===== src/rtl/mux_scan_ctrl.sv =====
`default_nettype none
// ============================================================================
// Module  : mux_scan_ctrl
// Brief   : Steps a latched 4-bit word through an external 4:1 mux, samples
//           the returned bit per select, and reports the rebuilt word.
// Rev     : 1.0
// ============================================================================
module mux_scan_ctrl #(
    parameter int DWELL = 1
) (
    input  logic       clk,
    input  logic       rst,
    input  logic       in_valid,
    output logic       in_ready,
    input  logic [3:0] in_data,
    output logic [3:0] mux_i,
    output logic       sel_a,
    output logic       sel_b,
    input  logic       mux_out,
    output logic       ser_valid,
    output logic       ser_bit,
    output logic       ser_last,
    output logic       word_valid,
    output logic [3:0] word_data,
    output logic       word_err
);

    typedef enum logic [1:0] {
        IDLE = 2'd0,
        SCAN = 2'd1,
        DONE = 2'd2
    } state_t;

    localparam logic [3:0] c_dwell_last = 4'(DWELL - 1);

    state_t     r_state, w_state_nxt;
    logic [1:0] r_idx, w_idx_nxt;
    logic [3:0] r_dwell, w_dwell_nxt;
    logic [3:0] r_capture, w_capture_nxt;
    logic [3:0] r_mux_i;
    logic [1:0] r_sel;
    logic       r_ser_valid, r_ser_bit, r_ser_last;
    logic       r_word_valid, r_word_err;
    logic [3:0] r_word_data;
    logic       w_accept, w_sample, w_last;

    always_comb begin
        w_state_nxt   = r_state;
        w_idx_nxt     = r_idx;
        w_dwell_nxt   = r_dwell;
        w_capture_nxt = r_capture;
        w_accept      = 1'b0;
        w_sample      = 1'b0;
        w_last        = 1'b0;
        case (r_state)
            IDLE: begin
                if (in_valid) begin
                    w_accept    = 1'b1;
                    w_idx_nxt   = 2'd0;
                    w_dwell_nxt = 4'd0;
                    w_state_nxt = SCAN;
                end
            end
            SCAN: begin
                if (r_dwell == c_dwell_last) begin
                    w_sample             = 1'b1;
                    w_last               = (r_idx == 2'd3);
                    w_capture_nxt[r_idx] = mux_out;
                    w_dwell_nxt          = 4'd0;
                    w_idx_nxt            = r_idx + 2'd1;
                    if (r_idx == 2'd3) begin
                        w_state_nxt = DONE;
                    end
                end else begin
                    w_dwell_nxt = r_dwell + 4'd1;
                end
            end
            DONE:    w_state_nxt = IDLE;
            default: w_state_nxt = IDLE;
        endcase
    end

    always_ff @(posedge clk) begin
        if (rst) begin
            r_state      <= IDLE;
            r_idx        <= 2'd0;
            r_dwell      <= 4'd0;
            r_capture    <= 4'd0;
            r_mux_i      <= 4'd0;
            r_sel        <= 2'd0;
            r_ser_valid  <= 1'b0;
            r_ser_bit    <= 1'b0;
            r_ser_last   <= 1'b0;
            r_word_valid <= 1'b0;
            r_word_data  <= 4'd0;
            r_word_err   <= 1'b0;
        end else begin
            r_state      <= w_state_nxt;
            r_idx        <= w_idx_nxt;
            r_dwell      <= w_dwell_nxt;
            r_capture    <= w_capture_nxt;
            r_ser_valid  <= w_sample;
            r_word_valid <= w_last;
            if (w_accept) begin
                r_mux_i <= in_data;
                r_sel   <= 2'd0;
            end
            if (w_sample) begin
                r_ser_bit  <= mux_out;
                r_ser_last <= w_last;
                // Select parks on index 3 once the word completes
                if (!w_last) begin
                    r_sel <= r_idx + 2'd1;
                end
            end
            if (w_last) begin
                r_word_data <= w_capture_nxt;
                r_word_err  <= (w_capture_nxt != r_mux_i);
            end
        end
    end

    assign in_ready   = (r_state == IDLE);
    assign mux_i      = r_mux_i;
    assign sel_a      = r_sel[1];
    assign sel_b      = r_sel[0];
    assign ser_valid  = r_ser_valid;
    assign ser_bit    = r_ser_bit;
    assign ser_last   = r_ser_last;
    assign word_valid = r_word_valid;
    assign word_data  = r_word_data;
    assign word_err   = r_word_err;

endmodule
`default_nettype wire


===== config.mk =====
export PLATFORM = sky130hd
export DESIGN_NAME = mux_scan_ctrl
export DESIGN_NICKNAME = d
export VERILOG_FILES = /design/src/rtl/mux_scan_ctrl.sv
export SDC_FILE = /design/constraint.sdc
export NUM_CORES = 1
export LEC_CHECK = 0
export BUFFER_PORTS_ARGS = -buffer_cell sky130_fd_sc_hd__buf_4
export CORE_ASPECT_RATIO = 1.5
export CORE_MARGIN = 5
export CORE_UTILIZATION = 40
export CTS_BUF_LIST = sky130_fd_sc_hd__clkbuf_16
export DETAILED_ROUTE_END_ITERATION = 6
export GPL_ROUTABILITY_DRIVEN = 0
export PLACE_DENSITY = 0.6
export REMOVE_ABC_BUFFERS = 1
export SYNTH_ARGS = -nofsm -noshare
export SYNTH_HDL_FRONTEND = slang
export SYNTH_SLANG_ARGS = --single-unit

===== constraint.sdc =====
create_clock -name clk -period 1.7 [get_ports clk]
set_clock_uncertainty 0.1 [all_clocks]
set_input_delay 0.34 -clock clk [delete_from_list [all_inputs] [get_ports clk]]
set_output_delay 0.34 -clock clk [all_outputs]
set_load 0.005 [all_outputs]

==> flow_summary_export.csv, run 1 <==
group,metric,value,unit
setup_path,crit_arrival,1920,ps
timing,maxSlewViolCount,0,
timing,maxSlewHeadroom,69.1,%
detailed_routing,routedWlPerCell,13.7,um
timing,fin_ws,-154,ps
clock_network,htree_levels,1,
yosys,synthAdderAreaFrac,6.05,%
run,drv_cap,0,
floorplanning,die_y,78.2,um
setup_path,crit_path_start_kind,"register",
setup_path,path_class,"reg -> reg",
floorplanning,die_area,4340,um^2
floorplanning,coreArea,2940,um^2
outcome,violations,"setup timing",
grt,grt_pass1_vias,1178,
timing,fin_crit,1850,ps
grt,gr-total-overflow,0,
timing,worstMarginPinSlew,463,ps
clock_network,path_clk_slew,60,ps
power,p_per_area,747,nW/um^2
timing,setup_viol,7,
cells_and_area,nNetsFinal,203,
cells_and_area,diodes,0,
grt,antenna_found_initial,0,
detailed_routing,totalWireLength,3100,um
floorplanning,die_w,55.5,um
cells_and_area,area_delta_synth_final,47.6,%
timing,hold_viol_final,0,
cells_and_area,fin_area,1830,um^2
yosys,synth_xor_area_share,0.706,%
place,port_buffers,23,
yosys,muxShareOfSynthArea,4.03,%
timing,fmax,0.540,GHz
yosys,synth_compound_area_share,18.9,%
power,max-vdd-ir-drop,0.573,mV
yosys,synth-seq-cells,27,
detailed_routing,first_iter_violations,21,
yosys,synth_top_family_by_area,"simple AND/OR/NAND/NOR gates",
setup_path,r2r_cells,8,
clock_network,hold_buffers,0,
clock_network,cts_tree,"done",
hold_path,hold_depth,3,
grt,grtUsageTotal,15.0,%
yosys,synth.avg_cell_area,8.80,um^2
cells_and_area,drive_gt1_share,40.4,%
timing,rsz0062_at_grt,"true",
yosys,synth-simple-area-share,23.1,%
grt,grt_pass1_wl,5290,um
yosys,ys_seq_area_share,43.5,%
grt,grt_max_degree,28,
hold_path,min_path_type,"in -> reg",
power,leakage,0.757,nW
floorplanning,rows,24,
detailed_routing,drc,0,
cells_and_area,fill_cells,274,
outcome,outcome,"finished, violations left",
clock_network,cts_buffers,3,
timing,finalCritPeriodShare,109,%
yosys,ys_types,34,
floorplanning,start_util,42.2,%
timing,hold_slack,244,ps
setup_path,cp-end-kind,"register",
clock_network,cts.sinks,27,
detailed_routing,postRouteAntennaNets,0,
power,power,0.00137,W
setup_path,worstPathMaxFanout,4,
setup_path,crit_required,1770,ps
detailed_routing,firstDrtPassIters,4,
floorplanning,boundaryPins,24,
cells_and_area,fin_util,62.2,%
yosys,syn_inst,141,
place,dpl.hpwl,2280,um
clock_network,root_buffer,"clkbuf_16",
place,placed_cell_area,1600,um^2
yosys,yosysWarnings,0,
clock_network,cts_max_path_buffers,2,
detailed_routing,vias,1187,
yosys,netlist_area,1240,um^2
detailed_routing,routed_via_density,5.23,
clock_network,clock_insertion_delay_worst_skew,260,ps
==> repair_timing <==
item | 4_1_cts | 5_1_grt
pin swaps | 11 | 9
setup endpoints to repair | 9 | 12
gates resized for setup | 11 | 21
hold endpoints to repair | 0 | 0
setup buffers | 0 | 5
==> where the power goes <==
part	leakage (nW)	total, W	internal (W)	switching [W]
sequential	0.221	0.000667	0.000651	0.0000162
combinational	0.494	0.000177	0.0000838	0.0000931
clock	0.0423	0.000524	0.000315	0.000210
==> stage by stage <==
stage          setup TNS (ps)  cells  worst slack, ps
2_1_floorplan            -175    137             -175
3_3_place_gp             -381    219             -149
3_5_place_dp             -569    219             -183
4_1_cts                  -192    223             -117
5_1_grt                 -1440    227             -230
6_report                 -699    227             -154
==> logic make-up (layout without fill, tap and decap cells) <==
group                      count (synthesis)  after routing
and+or+nand+nor                           56             56
adders and majority gates                  6              6
DFF                                       27             27
muxes                                      5              5
AOI/OAI and AO/OA                         34             34
buffers and inverters                     12             59
xor gates and xnor gates                   1              1
==> final timing paths <==
check | start | end | slack, ps
max reg2reg | r_dwell[0] | word_err | -150
min | in_data[2] | mux_i[2] | 240
min reg2reg | ser_bit | ser_bit | 360
max | r_dwell[0] | word_err | -150
==> critical path, stage by stage, from the launching register on <==
cell	delay, ps
dfxtp_2	320
inv_2	60
ha_4	120
buf_4	90
nor3b_4	300
a31oi_1	150
a31o_4	240
xnor2_1	120
a311oi_1	260
==> cells in the final DEF (no fill, tap or decap), types with 2 or more instances in the layout <==
cell type,Yosys,layout
inv_2,0,2
inv_1,8,7
o21ai_0,2,2
nand3_1,10,9
a31oi_1,3,2
ha_1,6,4
nor2_1,15,13
clkbuf_16,0,3
buf_6,0,6
a21oi_1,14,11
nand2_1,17,15
nor2_2,0,2
a311oi_1,3,2
a22oi_1,2,2
a21oi_2,0,3
dfxtp_2,0,3
buf_4,0,41
nor2b_1,3,3
o211ai_1,2,2
mux2i_1,5,4
dfxtp_1,27,24
nor3_1,2,2
nand2b_1,2,2
nand2_4,0,2
==> cells in the mapped netlist, drive strengths merged <==
master | instances | area (um^2)
a2111oi | 1 | 15.0
a211oi | 2 | 15.0
a21o | 1 | 7.51
a21oi | 14 | 70.1
a22oi | 2 | 15.0
a311oi | 3 | 26.3
a31o | 1 | 17.5
a31oi | 3 | 18.8
buf | 2 | 8.75
clkbuf | 2 | 7.51
dfxtp | 27 | 541
ha | 6 | 75.1
inv | 8 | 30.0
mux2i | 5 | 50.1
nand2 | 17 | 63.8
nand2b | 2 | 12.5
nand3 | 10 | 50.1
nor2 | 16 | 67.6
nor2b | 3 | 18.8
nor3 | 3 | 26.3
nor3b | 2 | 20.0
nor4b | 1 | 8.76
o211ai | 2 | 15.0
o21ai | 2 | 10.0
o21bai | 1 | 7.51
o221ai | 1 | 8.76
o31ai | 1 | 7.51
or2b | 1 | 7.51
or3b | 1 | 11.3
xnor2 | 1 | 8.76
==> flip-flops by register name, summed over array words and instances, names as in the netlist <==
| register | count |
|---|---|
| word_data | 4 |
| r_state | 2 |
| r_capture | 4 |
| ser_last | 1 |
| r_idx | 2 |
| ser_bit | 1 |
| word_valid | 1 |
| r_sel | 2 |
| word_err | 1 |
| mux_i | 4 |
| ser_valid | 1 |
| r_dwell | 4 |
==> cell type report <==
class	instances	area, um^2	area share, %
multi-input combinational	102	754	41.2
sequential	27	544	29.7
timing repair buffer	47	375	20.5
clock buffer	3	75.1	4.10
tap	39	48.8	2.66
inverter	8	30.0	1.64
clock inverter	1	3.75	0.205
==> routing by layer <==
metal / part of all wire [%] / up-vias / track usage, %
met5: 0 / - / 0
met4: 2.0 / 0 / 6.57
met3: 3.0 / 7 / 1.97
met2: 56 / 21 / 29.5
met1: 39 / 569 / 15.5
li1: - / 590 / -
Power figures use the tool's default switching activity.
==> run 2, diff against run 1 <==
RECOVER_POWER = 100   (was not set)
==> flow_summary_export.csv, run 2 (synthesis results as in run 1) <==
group,metric,value,unit
timing,rsz0062_at_grt,"true",
timing,fin_ws,-154,ps
floorplanning,coreArea,2940,um^2
power,p_per_area,749,nW/um^2
setup_path,crit_path_max_incr_delay,320,ps
detailed_routing,first_iter_violations,22,
detailed_routing,vias,1196,
power,max-vdd-ir-drop,0.573,mV
power,leakage,0.742,nW
grt,grtUsageTotal,15.0,%
hold_path,hold_depth,3,
outcome,outcome,"finished, violations left",
outcome,violations,"setup timing",
setup_path,worstPathMaxFanout,4,
clock_network,htree_levels,1,
detailed_routing,routed_via_density,5.27,
grt,grt_pass1_vias,1178,
run,drv_cap,0,
setup_path,path_class,"reg -> reg",
floorplanning,die_area,4340,um^2
floorplanning,start_util,42.2,%
timing,maxSlewViolCount,0,
clock_network,hold_buffers,0,
place,port_buffers,23,
place,dpl.hpwl,2280,um
grt,gr-total-overflow,0,
floorplanning,boundaryPins,24,
floorplanning,die_w,55.5,um
clock_network,root_buffer,"clkbuf_16",
grt,grt_pass1_wl,5290,um
clock_network,path_clk_slew,60,ps
cells_and_area,nNetsFinal,203,
setup_path,rr_endpoint,"word_err",
setup_path,worstPathCellList,"inv_2 -> ha_4 -> buf_4 -> nor3b_4 -> a31oi_1 -> a31o_4 -> xnor2_1 -> a311oi_1",
detailed_routing,firstDrtPassIters,4,
detailed_routing,drc,0,
detailed_routing,routedWlPerCell,13.6,um
cells_and_area,final_common_cell,"buf_4",
setup_path,crit_required,1770,ps
place,pre_cts_slack,-183,ps
timing,hold_slack,244,ps
hold_path,hp-start,"in_data[2]",
setup_path,cp-end-kind,"register",
clock_network,cts_max_path_buffers,2,
setup_path,crit_slowest_cell,"dfxtp_2",
setup_path,r2r_start,"r_dwell[0]",
clock_network,cts_buffers,3,
grt,antenna_found_initial,0,
hold_path,hold_path_end,"mux_i[2]",
clock_network,cts_tree,"done",
setup_path,r2r_cells,8,
power,power,0.00137,W
timing,maxSlewHeadroom,69.1,%
floorplanning,rows,24,
hold_path,min_path_type,"in -> reg",
detailed_routing,totalWireLength,3090,um
grt,grt_max_degree,28,
timing,fin_crit,1850,ps
timing,fmax,0.539,GHz
cells_and_area,area_delta_synth_final,47.0,%
cells_and_area,final_cell_mix,"buf_4 (26), dfxtp_1 (24), nand2_1 (15)",
clock_network,cts.sinks,27,
cells_and_area,drive_gt1_share,39.4,%
clock_network,clock_insertion_delay_worst_skew,260,ps
setup_path,crit_arrival,1920,ps
timing,worstMarginPinSlew,463,ps
timing,hold_viol_final,0,
timing,setup_viol,7,
floorplanning,die_y,78.2,um
detailed_routing,postRouteAntennaNets,0,
setup_path,r2r_setup_slack,-150,ps
setup_path,crit_path_start_kind,"register",
timing,finalCritPeriodShare,109,%
cells_and_area,diodes,0,
[run 2: changes by cell type in the layout (fill, tap and decap cells not counted)]
cell	previous run	this run
clkbuf_4	0	13
buf_4	41	26
clkbuf_1	0	2
[run 2: worst max path at each step]
| stage | to | cells after the start | from |
|---|---|---|---|
| after floorplan | word_err | 7 | r_dwell[0] |
| after global placement | word_err | 7 | r_dwell[0] |
| after detailed placement | word_err | 7 | r_dwell[0] |
| after CTS | word_err | 8 | r_dwell[1] |
| after global routing | word_err | 8 | r_dwell[0] |
| final | word_err | 8 | r_dwell[0] |
[run 2: report_power, final]
group / switching (W) / internal (W)
sequential: 0.0000160 / 0.000651
combinational: 0.0000930 / 0.0000817
clock: 0.000209 / 0.000315
total: 0.000318 / 0.00105
[run 2: repair_timing]
action	in CTS	in global routing
setup buffers	0	5
resized for setup	11	21
pin swaps	11	9
setup endpoints to repair	9	12
[run 2: final cells by class]
class / count / area, um^2
clock inverters: 1 / 3.75
repair buffers: 47 / 368
clock buffers: 3 / 75.1
flip-flops and latches: 27 / 544
fillers: 272 / 1120
well taps: 39 / 48.8
multi-input cells: 102 / 754
inverters: 8 / 30.0
[run 2: worst max-delay path, delay by kind of cell (launching register included)]
kind,cells,cell delay [ps]
xor+xnor,1,120
buf+inv,2,150
fa+ha+maj,1,120
compound gates,3,650
simple gates,1,300
flops,1,320
[run 2: through the flow]
step	std cells	utilization [%]	cell area, um^2	TNS [ps]
6_report	227	62.0	1820	-705
5_1_grt	227	62.0	1820	-1440
4_1_cts	223	58.2	1710	-192
3_5_place_dp	219	54.3	1600	-569
3_3_place_gp	219	54.3	1600	-381
2_1_floorplan	137	-	1220	-175
[run 2: per-layer routing]
metal | vias to the layer above | routed length [um] | track usage, %
li1 | 590 | - | -
met1 | 576 | 1200 | 15.5
met2 | 23 | 1740 | 29.5
met3 | 7 | 94 | 1.97
met4 | 0 | 63 | 6.57
met5 | - | 0 | 0
